**config.mk**
```make
export PLATFORM = sky130hd
export DESIGN_NAME = gf_div
export DESIGN_NICKNAME = d
export VERILOG_FILES = /design/src/rtl/gf_div.sv
export SDC_FILE = /design/constraint.sdc
export NUM_CORES = 1
export LEC_CHECK = 0
export CORE_ASPECT_RATIO = 0.6
export CORE_MARGIN = 5
export CORE_UTILIZATION = 63
export CTS_CLUSTER_SIZE = 24
export DETAILED_ROUTE_END_ITERATION = 16
export HOLD_SLACK_MARGIN = 0.15
export PLACE_DENSITY = 0.95
export RECOVER_POWER = 50
export SLEW_MARGIN = 20
export SYNTH_ARGS = -nofsm -noshare
export SYNTH_HDL_FRONTEND = slang
export SYNTH_SLANG_ARGS = --single-unit
```
**constraint.sdc**
```tcl
create_clock -name clk_i -period 7.2 [get_ports clk_i]
set_input_delay 1.44 -clock clk_i [delete_from_list [all_inputs] [get_ports clk_i]]
set_output_delay 1.44 -clock clk_i [all_outputs]
set_load 0.1 [all_outputs]
```
**src/rtl/gf_div.sv**
```systemverilog
// Sequential GF(2^8) inverter/divider over x^8+x^4+x^3+x^2+1: computes b^254 by
// square-and-multiply, then optionally multiplies by a to form a/b.
package gf_mult_pkg;
  typedef enum logic {
    IDLE    = 1'b0,
    PENDING = 1'b1
  } status_e;
endpackage

module gf_div (
  input  logic                  clk_i,
  input  logic                  rst_ni,
  input  logic                  trigger_i,
  input  logic [7:0]            op_a_i,
  input  logic [7:0]            op_b_i,
  input  logic                  op_select_i,
  output logic [7:0]            result_o,
  output logic                  done_o,
  output logic                  div_by_zero_o,
  output gf_mult_pkg::status_e  status_o
);

  localparam int         IO_WIDTH = 8;
  localparam logic [7:0] PP_CHAR  = 8'd29;

  typedef enum logic [1:0] {
    ST_IDLE,
    ST_CALC,
    ST_MULA,
    ST_DONE
  } state_e;

  // Carry-less product followed by top-down reduction of bits 14..8.
  function automatic logic [IO_WIDTH-1:0] gf_mul(input logic [IO_WIDTH-1:0] a,
                                                 input logic [IO_WIDTH-1:0] b);
    logic [2*IO_WIDTH-2:0] p;
    p = '0;
    for (int i = 0; i < IO_WIDTH; i++) begin
      if (b[i]) p = p ^ ((2*IO_WIDTH-1)'(a) << i);
    end
    for (int k = 2*IO_WIDTH-2; k >= IO_WIDTH; k--) begin
      if (p[k]) begin
        p[k] = 1'b0;
        p    = p ^ ((2*IO_WIDTH-1)'(PP_CHAR) << (k - IO_WIDTH));
      end
    end
    return p[IO_WIDTH-1:0];
  endfunction

  state_e              state_q, state_d;
  logic [IO_WIDTH-1:0] x_ff, r_ff, a_ff;
  logic [2:0]          cnt;
  logic                sel_ff, zero_ff;

  logic [IO_WIDTH-1:0] x_sq, mul_op, r_mul;

  // The r-side multiplier is shared: it takes x^2 in CALC and the dividend in MULA.
  assign x_sq   = gf_mul(x_ff, x_ff);
  assign mul_op = (state_q == ST_MULA) ? a_ff : x_sq;
  assign r_mul  = gf_mul(r_ff, mul_op);

  // NOTE: every output of this block gets a default first so no latch is inferred.
  always_comb begin
    state_d  = state_q;
    status_o = (state_q == ST_IDLE) ? gf_mult_pkg::IDLE : gf_mult_pkg::PENDING;
    case (state_q)
      ST_IDLE: if (trigger_i) state_d = ST_CALC;
      ST_CALC: if (cnt == 3'd6) state_d = sel_ff ? ST_MULA : ST_DONE;
      ST_MULA: state_d = ST_DONE;
      ST_DONE: state_d = ST_IDLE;
      default: state_d = ST_IDLE;
    endcase
  end

  // NOTE: state is updated with non-blocking assignments so every flop samples pre-edge values.
  always_ff @(posedge clk_i or negedge rst_ni) begin
    if (!rst_ni) begin
      state_q       <= ST_IDLE;
      x_ff          <= '0;
      r_ff          <= '0;
      a_ff          <= '0;
      cnt           <= '0;
      sel_ff        <= 1'b0;
      zero_ff       <= 1'b0;
      result_o      <= '0;
      done_o        <= 1'b0;
      div_by_zero_o <= 1'b0;
    end else begin
      state_q <= state_d;
      done_o  <= 1'b0;
      case (state_q)
        ST_IDLE: begin
          if (trigger_i) begin
            a_ff    <= op_a_i;
            x_ff    <= op_b_i;
            sel_ff  <= op_select_i;
            zero_ff <= (op_b_i == 8'h00);
            r_ff    <= 8'h01;
            cnt     <= '0;
          end
        end
        ST_CALC: begin
          x_ff <= x_sq;
          r_ff <= r_mul;
          cnt  <= cnt + 3'd1;
        end
        ST_MULA: r_ff <= r_mul;
        default: ;
      endcase
      // Outputs load on entry to DONE so done_o and result_o are valid in the DONE cycle.
      if (state_d == ST_DONE) begin
        done_o        <= 1'b1;
        result_o      <= zero_ff ? 8'h00 : r_mul;
        div_by_zero_o <= zero_ff;
      end
    end
  end

endmodule
```
* Word level (Yosys, flattened, before mapping)
Index checks and enable logic that the tools add are counted.
Storage, ports and cells: flip-flop bits (word level) 41, input port bits 20, output and inout port bits 11, word-level logic and storage cells 97
Operators by class: add/sub/neg operators 1, equality and inequality tests 6, muxes and demuxes 44, bitwise gates (word level) 28, reductions and logical operators 8
Operator list (count):
- $mux 15 | 14
- $mux 8 | 8
- $not 4->4 | 14
- $pmux 8 s2 | 2
- $xor 15x10->15 | 2
- $xor 15x11->15 | 2
- $xor 15x12->15 | 2
- $xor 15x13->15 | 2
- $xor 15x14->15 | 2
- $xor 15x15->15 | 2
- $mux 11 | 2
- $mux 10 | 2
- $mux 9 | 2
- $xor 15x9->15 | 1
- $mux 7 | 2
- $mux 6 | 2
- $mux 5 | 2
- $xor 8x9->9 | 1
- $logic_not 8->1 | 1
- $pmux 2 s4 | 1
- $eq 2x2->1 const B | 3
- $pmux 3 s2 | 1
- $reduce_and 2->1 | 3
- $mux 2 | 2
- other kinds (9) | 12

* Logic depth before layout (Yosys ltp)
depth after elaboration 60, depth in mapped cells 13, mapped depth without buffers 10

* Worst setup path after synthesis
No wires, ideal clock.
kind reg2reg, start reg state_q[0], end reg result_o[4], library setup time 0.122 ns, arrival time 3.144 ns, required time 7.078 ns, setup slack 3.935 ns, stages on the path, launching flop included 12, path buffers 1, clock period less this slack 3.265 ns, path through dfrtp_1 inv_1 ha_1 mux2_2 buf_2 or3b_2 o211ai_1 xnor2_1 xnor3_1 xor2_4 xor3_1 a22o_1
On the way: longest elaborated chain between the ends 29, elaborated cells on any way between the ends 38, those cells by class 4 x eq/ne; 20 x mux; 13 x bitwise; 1 x reduce/logical
RTL lines:
- start: declaration | RTL line 50 | state_e state_q, state_d;
- start signal: assignment | RTL line 89 | state_q <= state_d;
- $eq 2x2->1 | RTL line 59, 66
- $mux 8 | RTL line 59 | assign mul_op = (state_q == ST_MULA) ? a_ff : x_sq;
- $mux 8 | RTL line 39 | if (b[i]) p = p ^ ((2*IO_WIDTH-1)'(a) << i);
- $xor 15x9->15 | RTL line 39
- $mux 15 | RTL line 39
- $xor 15x10->15 | RTL line 39
- $mux 15 | RTL line 39
- $xor 15x11->15 | RTL line 39
- [13 not listed]
- $mux 8 | RTL line 42 | if (p[k]) begin
- $not 4->4 (no source line)
- $mux 7 | RTL line 42
- $not 4->4 (no source line)
- $mux 6 | RTL line 42
- $not 4->4 (no source line)
- $mux 5 | RTL line 42
- $mux 8 | RTL line 113 | result_o <= zero_ff ? 8'h00 : r_mul;
- end signal: assignment | RTL line 113
- end: declaration | RTL line 17 | output logic [7:0] result_o,
Several ways; a longest one is shown, not always the timed one. A chain may end at the register's enable or synchronous reset.

* Worst setup path in the final report
start reg state_q[0], end out status_o
On the way: longest elaborated chain between the ends 2
RTL lines:
- $logic_not 2->1 | RTL line 65 | status_o = (state_q == ST_IDLE) ? gf_mult_pkg::IDLE : gf_mult_pkg::PENDING;
- $mux 1 | RTL line 65
- end: declaration | RTL line 20 | output gf_mult_pkg::status_e status_o
Every way passes these cells.

==> results.yml <==
grt:
  pin_count_of_the_biggest_net_entering_global_routing: 42
  gr-usage-all-layers: 0.252
  antenna_found_initial: 0
  grt_pass1_vias: 2643
  grt_pass1_wl_mm: 13.0
  total_overflow_reported_by_the_global_router: 0
synth:
  netlist-cell-type-count: 46
  synth_edf_count: 0
  syn_avg_cell_area_sq_um: 9.66
  synth_warnings: 0
  synth_sequential_area_ratio: 0.310
  synth_fp_nets: 367
  ys_async_sr_fraction: 1.00
  synthesis.area_sq_um: 3300
  synth_cells: 342
  flip_flop_and_latch_count_after_synthesis: 41
  synth_flop_cell: "dfrtp_1"
routing:
  via_per_inst: 6.13
  drt_iter0_markers: 260
  via_count: 2594
  remaining_drc_errors: 0
  wire_per_inst_microns: 18.3
  drt_wl_total_mm: 7.76
  drt-pass1-iter-count: 5
  route.antenna.remaining_nets: 0
layout:
  synthToLayoutAreaGrowth_pct: 11.9
  insertedDiodeCount: 0
  mostFrequentLayoutCell: "nand2_1"
  final_layout_size_suffix_gt1_frac: 0.0896
  net_count_of_the_finished_layout: 381
  most-common-layout-cells: "nand2_1 (59), dfrtp_1 (41), xnor2_1 (35), clkdlybuf4s50_1 (28), xor2_1 (17)"
  utilization: 0.728
setup_path:
  critical_path_peak_fanout: 19
  setup.worst_path.end: "status_o"
  reg2reg_setup_slack_ns: 3.42
  rr_worst_depth: 10
  worst-endpoint-required_ns: 5.76
  worst-path-stages: 4
  critPathLaunch: "state_q[0]"
  setup.worst_path.class: "reg2out"
  cp.arrival_ns: 2.70
  setup.worst_path.end_class: "primary output"
  worstSetupStartpointType: "register"
  worstPathCellList: "inv_1 > ha_1 > clkinv_1 > clkdlybuf4s50_1"
  cp_peak_stage_delay_ns: 1.05
  path_delay_family: "buffers and inverters"
  buffering_stage_count_on_the_worst_path_with_inverters_included: 3
  crit-reg2reg-launch: "state_q[0]"
  critPathSlowestCell: "clkdlybuf4s50_1"
  rr_endpoint: "r_ff[4]"
clock_tree:
  cts_sinks: 41
  ctsResizeCount: 0
  count_of_hold_fix_buffers_inserted_at_cts: 0
  clock_tree.buffer_depth: 2
  clock_insertion_delay_worst_skew_ns: 0.30
  cts_root_buffer: "clkbuf_8"
  cts_post_setup_buffers_inserted: 0
  clkSlewWorstSetupHoldPaths_ns: 0.08
  cts-buffers-inserted: 5
  cts_htree_levels: 2
  cts_tree: "yes"
sta:
  fin_crit_sh: 0.575
  report.final.hold_viol_count: 0
  slew_headroom: -0.404
  fmaxAchievable_mhz: 242
  finClkSkew_ns: 0.00779
  setup_viol: 0
  min_clock_period_post_route_ns: 4.14
  tightestPinTransition_ns: 2.11
  maxSlewViolCount: 42
  grt_setup_unrepaired: "false"
  tns_ns: 0
floorplan:
  placement_rows: 20
  top_level_ports: 31
  floorplan.core_area_sq_um: 5080
  dieArea_sq_um: 6840
  die_y_microns: 66.1
  chipWidth_microns: 103
  initial_core_utilization: 0.650
placed_design:
  dp_hpwl_mm: 5.70
  place.port_buffers: 30
  routabilityCongestion: 0.923
run:
  cap_viol_max_count: 1
worst_hold_path:
  timing.hold.worst.class: "reg2reg"
run_status:
  failed_checks: "capacitance limit, slew limit"
  outcome: "finished with violations"
==> cells in the mapped netlist, drive strengths merged, types with 2 or more instances <==
master / number / area share
nand2: 59 / 0.067
dfrtp: 41 / 0.31
xnor2: 36 / 0.10
xor2: 20 / 0.067
a21oi: 14 / 0.021
clkbuf: 14 / 0.016
mux2: 14 / 0.048
nor2: 14 / 0.016
o211ai: 14 / 0.033
o21ai: 14 / 0.021
xnor3: 14 / 0.097
a22o: 13 / 0.034
inv: 11 / 0.012
buf: 10 / 0.015
nand2b: 6 / 0.011
a31oi: 5 / 0.0095
ha: 5 / 0.019
mux2i: 5 / 0.015
o22ai: 4 / 0.0076
a22oi: 3 / 0.0068
and3: 3 / 0.0057
o21a: 3 / 0.0068
xor3: 3 / 0.022
nor4: 2 / 0.0038
==> stage by stage <==
stage / hold slack, ns / cell area, sq um / cells / setup slack, ns
CTS: 0.504 / 3700 / 423 / 3.07
finish: 0.504 / 3700 / 423 / 3.06
global route: 0.543 / 3700 / 423 / 2.93
global placement: 0.470 / 3590 / 415 / 3.47
floorplan: 0.470 / 3300 / 342 / 3.93
detailed placement: 0.480 / 3590 / 415 / 3.40
==> logic make-up (layout without fill, tap and decap cells) <==
kind of cell	after synthesis	after routing	share of synthesized area
flops	41	41	0.310
fa+ha+maj	5	5	0.0189
buf+inv	36	51	0.0447
simple gates	92	92	0.121
xor+xnor	73	73	0.286
mux	19	19	0.0629
compound gates	76	76	0.156
==> final cells by class <==
type                    instances  area (sq um)
clock buffers                   6          72.6
clock inverters                 2          38.8
fillers                       353          1380
inverters                      12          45.0
multi-input cells             265          2130
flip-flops and latches         41          1030
well taps                      66          82.6
repair buffers                 31           302
==> state kept, by name (all words and copies together) (netlist names) <==
signal         cells
a_ff               8
cnt                3
div_by_zero_o      1
done_o             1
r_ff               8
result_o           8
sel_ff             1
state_q            2
x_ff               8
zero_ff            1
==> metal layers <==
metal  vias to the layer above  part of all wire  wire length (microns)  track usage
li1                       1196                 -                      -            -
met1                      1229              0.46                   3530        0.368
met2                       153              0.42                   3250        0.361
met3                        16              0.12                    898       0.0738
met4                         0             0.010                     80       0.0727
met5                         -                 0                      0            0
==> worst min-delay path by stage <==
stage	to	cells past startpoint	slack (ns)	start
2_1_floorplan	a_ff[2]	1	0.47	a_ff[2]
6_report	result_o[1]	1	0.50	zero_ff
5_1_grt	a_ff[4]	1	0.54	a_ff[4]
3_3_place_gp	div_by_zero_o	2	0.47	div_by_zero_o
3_5_place_dp	result_o[1]	2	0.48	result_o[1]
4_1_cts	result_o[1]	1	0.50	zero_ff
Power is not shown: default switching activity piles up to over one toggle a cycle in this logic, so the estimate is an artifact.
